==> config.mk <==
export PLATFORM = sky130hd
export DESIGN_NAME = ps2_dev_tx
export DESIGN_NICKNAME = d
export VERILOG_FILES = /design/src/rtl/ps2_dev_tx.sv
export SDC_FILE = /design/constraint.sdc
export NUM_CORES = 1
export LEC_CHECK = 0
export BUFFER_PORTS_ARGS = -buffer_cell sky130_fd_sc_hd__buf_4
export CAP_MARGIN = 30
export CORE_AREA = 4 4 66 68
export DETAILED_ROUTE_END_ITERATION = 8
export DIE_AREA = 0 0 70 72
export GPL_TIMING_DRIVEN = 0
export MAX_ROUTING_LAYER = met4
export PLACE_DENSITY_LB_ADDON = 0.15
export RECOVER_POWER = 100
export REMOVE_ABC_BUFFERS = 1
export SLEW_MARGIN = 20
export SYNTH_ARGS = -nofsm -noshare
export SYNTH_HDL_FRONTEND = slang
export SYNTH_SLANG_ARGS = --single-unit
==> constraint.sdc <==
create_clock -name clk -period 5.4 [get_ports clk]
set_clock_uncertainty 0.2 [all_clocks]
set_input_delay 1.62 -clock clk [delete_from_list [all_inputs] [get_ports clk]]
set_output_delay 1.62 -clock clk [all_outputs]
set_load 0.01 [all_outputs]
==> src/rtl/ps2_dev_tx.sv <==
// PS/2 device-to-host byte transmitter: frames one scan-code byte as start, 8 data bits LSB
// first, odd parity and stop, generating the PS/2 clock itself and honouring host inhibit.
module ps2_dev_tx #(
    parameter int unsigned HALF = 4,
    parameter int unsigned GAP  = 8
) (
    input  logic       clk,
    input  logic       rst,
    input  logic       valid,
    input  logic [7:0] data,
    input  logic       inhibit,
    output logic       ready,
    output logic       ps2_clk,
    output logic       ps2_data,
    output logic       done,
    output logic       abort
);

    typedef enum logic [1:0] {StIdle, StHigh, StLow, StGap} state_e;

    localparam logic [15:0] HalfLast = 16'(HALF - 1);
    localparam logic [15:0] GapLast  = 16'(GAP - 1);
    localparam logic [3:0]  LastBit  = 4'd10;

    state_e      state_q;
    logic [15:0] cnt_q;
    logic [3:0]  bit_q;
    logic [9:0]  shift_q;  // bits 1..10 of the frame still to be sent, LSB next
    logic        ps2_clk_q;
    logic        ps2_data_q;
    logic        done_q;
    logic        abort_q;

    logic accept;
    logic cut;

    // ready follows inhibit in the same cycle so a simultaneous valid is refused
    assign ready  = (state_q == StIdle) && !inhibit;
    assign accept = valid && ready;
    assign cut    = inhibit && ((state_q == StHigh) || (state_q == StLow));

    always_ff @(posedge clk) begin
        if (!rst) begin
            state_q    <= StIdle;
            cnt_q      <= '0;
            bit_q      <= '0;
            shift_q    <= '0;
            ps2_clk_q  <= 1'b1;
            ps2_data_q <= 1'b1;
            done_q     <= 1'b0;
            abort_q    <= 1'b0;
        end else begin
            done_q  <= 1'b0;
            abort_q <= 1'b0;
            if (cut) begin
                state_q    <= StIdle;
                cnt_q      <= '0;
                bit_q      <= '0;
                ps2_clk_q  <= 1'b1;
                ps2_data_q <= 1'b1;
                abort_q    <= 1'b1;
            end else begin
                unique case (state_q)
                    StIdle: begin
                        if (accept) begin
                            state_q    <= StHigh;
                            cnt_q      <= '0;
                            bit_q      <= '0;
                            shift_q    <= {1'b1, ~^data, data};
                            ps2_clk_q  <= 1'b1;
                            ps2_data_q <= 1'b0;
                        end
                    end
                    StHigh: begin
                        if (cnt_q == HalfLast) begin
                            state_q   <= StLow;
                            cnt_q     <= '0;
                            ps2_clk_q <= 1'b0;
                        end else begin
                            cnt_q <= cnt_q + 16'd1;
                        end
                    end
                    StLow: begin
                        if (cnt_q == HalfLast) begin
                            cnt_q     <= '0;
                            ps2_clk_q <= 1'b1;
                            if (bit_q == LastBit) begin
                                state_q    <= StGap;
                                ps2_data_q <= 1'b1;
                                done_q     <= 1'b1;
                            end else begin
                                // data only moves here, at the start of a high phase
                                state_q    <= StHigh;
                                bit_q      <= bit_q + 4'd1;
                                ps2_data_q <= shift_q[0];
                                shift_q    <= {1'b1, shift_q[9:1]};
                            end
                        end else begin
                            cnt_q <= cnt_q + 16'd1;
                        end
                    end
                    StGap: begin
                        if (cnt_q == GapLast) begin
                            state_q <= StIdle;
                            cnt_q   <= '0;
                        end else begin
                            cnt_q <= cnt_q + 16'd1;
                        end
                    end
                    default: state_q <= StIdle;
                endcase
            end
        end
    end

    assign ps2_clk  = ps2_clk_q;
    assign ps2_data = ps2_data_q;
    assign done     = done_q;
    assign abort    = abort_q;

    a_done_abort_excl: assert property (@(posedge clk) !(done && abort));

    a_data_stable_low: assert property (@(posedge clk) disable iff (!rst)
        (!ps2_clk && !$past(ps2_clk)) |-> (ps2_data == $past(ps2_data)));

    a_bit_range: assert property (@(posedge clk) disable iff (!rst) bit_q <= LastBit);

endmodule

==> out/metrics.csv <==
metric,value,unit
outcome,"finished, final reports clean",
Power Density,359,nW/µm²
fin crit share,73.3,%
CTS tree,yes,
starting density of the core,51.7,%
setup TNS,0,ps
"most common cell after layout, fill and taps aside",dfxtp_1,
Area Growth Syn to Fin,9.36,%
CORE AREA,3860,µm²
critical path launch point type,flip-flop,
MaxCap Viol Count,0,
CTS root buf,clkbuf_8,
Syn Area/Cell,9.18,µm²
"FF+latch count, synth",36,
Worst setup EP type,flip-flop,
CTS resizes,0,
Critical Path AT,3940,ps
gr usage total,17.2,%
Die H,72,µm
Yosys warnings,0,
wire per inst,14.0,µm
fin. max-slew vios,0,
RSZ-0062 raised after global routing,no,
"Async S/R FF share, synth",0,%
DRC violations left,0,
"top cells by area, synth","dfxtp_1 36%, ha_1 6.3%, mux2i_1 5.5%, xnor2_1 4.8%, o211a_1 4.0%",
DIE AREA,5040,µm²
share of post-route cells with drive strength above 1,10.2,%
count of cell types in the netlist,52,
drt pass-1 iters,4,
post-route core utilization,56.5,%
count of hold buffers inserted by post-cts repair,0,
Yosys top cell area share,36.2,%
Post-synth EDFFs,0,
maximum vdd drop,0.000164,V
Antenna Cells,0,
Clock Pin Slew Worst Setup and Hold Paths,70,ps
Synth Flop Type,dfxtp_1,
DP HPWL,2880,µm
Max-slew headroom,15.9,%
maximum buffer depth of the clock tree,2,
CTS buffer count,5,
final setup vio count,0,
GP Congestion,0.813,
Pwr Total,781,µW
Routed WL,3980,µm
fmax,0.253,GHz
first-pass GRT wire length,6800,µm
worst setup path class,flip-flop to flip-flop,
I/O pins,17,
Critical Path RT,5390,ps
Port Buffers,16,
Worst Tran Pin Value,1260,ps
Synth area leader,dfxtp_1,
1st-iter DRT viols,119,
Crit-path slowest cell,a21oi_1,
Netlist Area Pre-Place,1990,µm²
Via density,5.68,
largest net degree at the start of global routing,20,
clk sinks,36,
Clock Latency Late Sink,290,ps
Hold Fails Final Rpt,0,
initial antenna violation count,0,
crit-path max FO,19,
cell row count,23,
most frequent cells in the layout,"36 x dfxtp_1, 19 x nand2_1, 18 x nor2_1",
die width,70,µm
CTS HTree Levels,2,
"Largest stage delay, worst path",1020,ps
Final min period,3960,ps
vias in the first global route,1469,
postcts setup bufs,0,
Mapped Cells,217,
filler instances,380,
post-route ant nets,0,
via count,1618,
register area share after synthesis,36.2,%
min-delay worst type,flip-flop to flip-flop,
sequence of cells on the critical path,"inv_1, ha_1, or4b_1, or4_1, a21oi_1, nand2_1, o211a_1",
leakage,0.000846,µW
final net count,256,
grt ovf,0,
synthesized netlist by cell type, types with 2 or more instances:
| master | instances |
|---|---|
| dfxtp_1 | 36 |
| nand2_1 | 19 |
| nor2_1 | 18 |
| mux2i_1 | 11 |
| xnor2_1 | 11 |
| a21oi_1 | 10 |
| ha_1 | 10 |
| o211a_1 | 8 |
| o21ai_0 | 8 |
| nand3_1 | 7 |
| a31oi_1 | 5 |
| inv_1 | 5 |
| nand2b_1 | 4 |
| nand4_1 | 4 |
| xor2_1 | 4 |
| and3_1 | 3 |
| nor2b_1 | 3 |
| nor3_1 | 3 |
| o211ai_1 | 3 |
| o41ai_1 | 3 |
| or4_4 | 3 |
| a211oi_1 | 2 |
| a41oi_1 | 2 |
| buf_2 | 2 |
| buf_6 | 2 |
| nand3b_1 | 2 |
| nor4_1 | 2 |
| o21a_1 | 2 |
| or4b_1 | 2 |
worst paths after layout:
path / from / endpoint / slack (ps) / cells after the start
worst max-delay path: state_q[0]$_SDFFE_PP0P_ / shift_q[2]$_SDFFE_PN0P_ / 1440 / 7
worst min-delay path: ps2_data$_SDFFE_PP1P_ / ps2_data$_SDFFE_PP1P_ / 280 / 2
worst max register to register: state_q[0]$_SDFFE_PP0P_ / shift_q[2]$_SDFFE_PN0P_ / 1440 / 7
worst min register to register: ps2_data$_SDFFE_PP1P_ / ps2_data$_SDFFE_PP1P_ / 280 / 2
sequential cells by signal, indices dropped and copies added (netlist names):
register,cells
abort,1
bit_q,4
cnt_q,16
done,1
ps2_clk,1
ps2_data,1
shift_q,10
state_q,2
layer usage:
metal | vias up | routed length, µm | GRT usage (%) | share of wire [%]
met2 | 22 | 1760 | 25.7 | 44
met3 | 7 | 123 | 4.16 | 3.1
li1 | 840 | - | - | -
met4 | 0 | 60 | 5.74 | 1.5
met1 | 749 | 2040 | 22.8 | 51
met5 | - | 0 | - | 0
through the flow:
| step | setup WS (ps) | area, µm² | hold slack (ps) | std cells |
|---|---|---|---|---|
| finish | 1440 | 2180 | 278 | 285 |
| floorplan | 1800 | 1950 | 240 | 211 |
| detailed placement | 1610 | 2140 | 265 | 277 |
| CTS | 1610 | 2230 | 283 | 285 |
| global route | 1130 | 2180 | 303 | 285 |
| global placement | 1630 | 2130 | 255 | 277 |
power breakdown:
| group | switching [µW] | total [µW] | internal, µW |
|---|---|---|---|
| sequential | 22.9 | 325 | 302 |
| clock | 94.4 | 196 | 102 |
| combinational | 163 | 260 | 96.7 |
| total | 280 | 781 | 501 |
cells by family (layout without fill, tap and decap cells):
family | after synthesis | count (layout) | share of synthesized area [%]
XOR/XNOR | 15 | 15 | 6.60
AND/OR/NAND/NOR | 78 | 78 | 21.5
multiplexers | 11 | 11 | 5.53
AO/OA/AOI/OAI | 56 | 56 | 21.0
flip-flops | 36 | 36 | 36.2
buffers and inverters | 11 | 29 | 2.95
adder cells (fa/ha/maj) | 10 | 10 | 6.28
critical path, delay by kind of cell, from the launching register on:
family,cells,cell delay [ps]
AOI/OAI and AO/OA,2,1200
and+or+nand+nor,3,1190
adders and majority gates,1,750
DFF,1,340
buffers and inverters,1,150
area by class of cell:
class                           count  area, µm²  area share (%)
Multi-Input combinational cell    170       1190            54.6
Sequential cell                    36        721            33.1
Timing Repair Buffer               16       93.8            4.31
Clock buffer                        6       82.6            3.79
Tap cell                           50       62.6            2.87
Inverter                            5       18.8           0.862
Clock inverter                      2       10.0           0.460
Note: power is estimated with default switching activity, not from simulation.
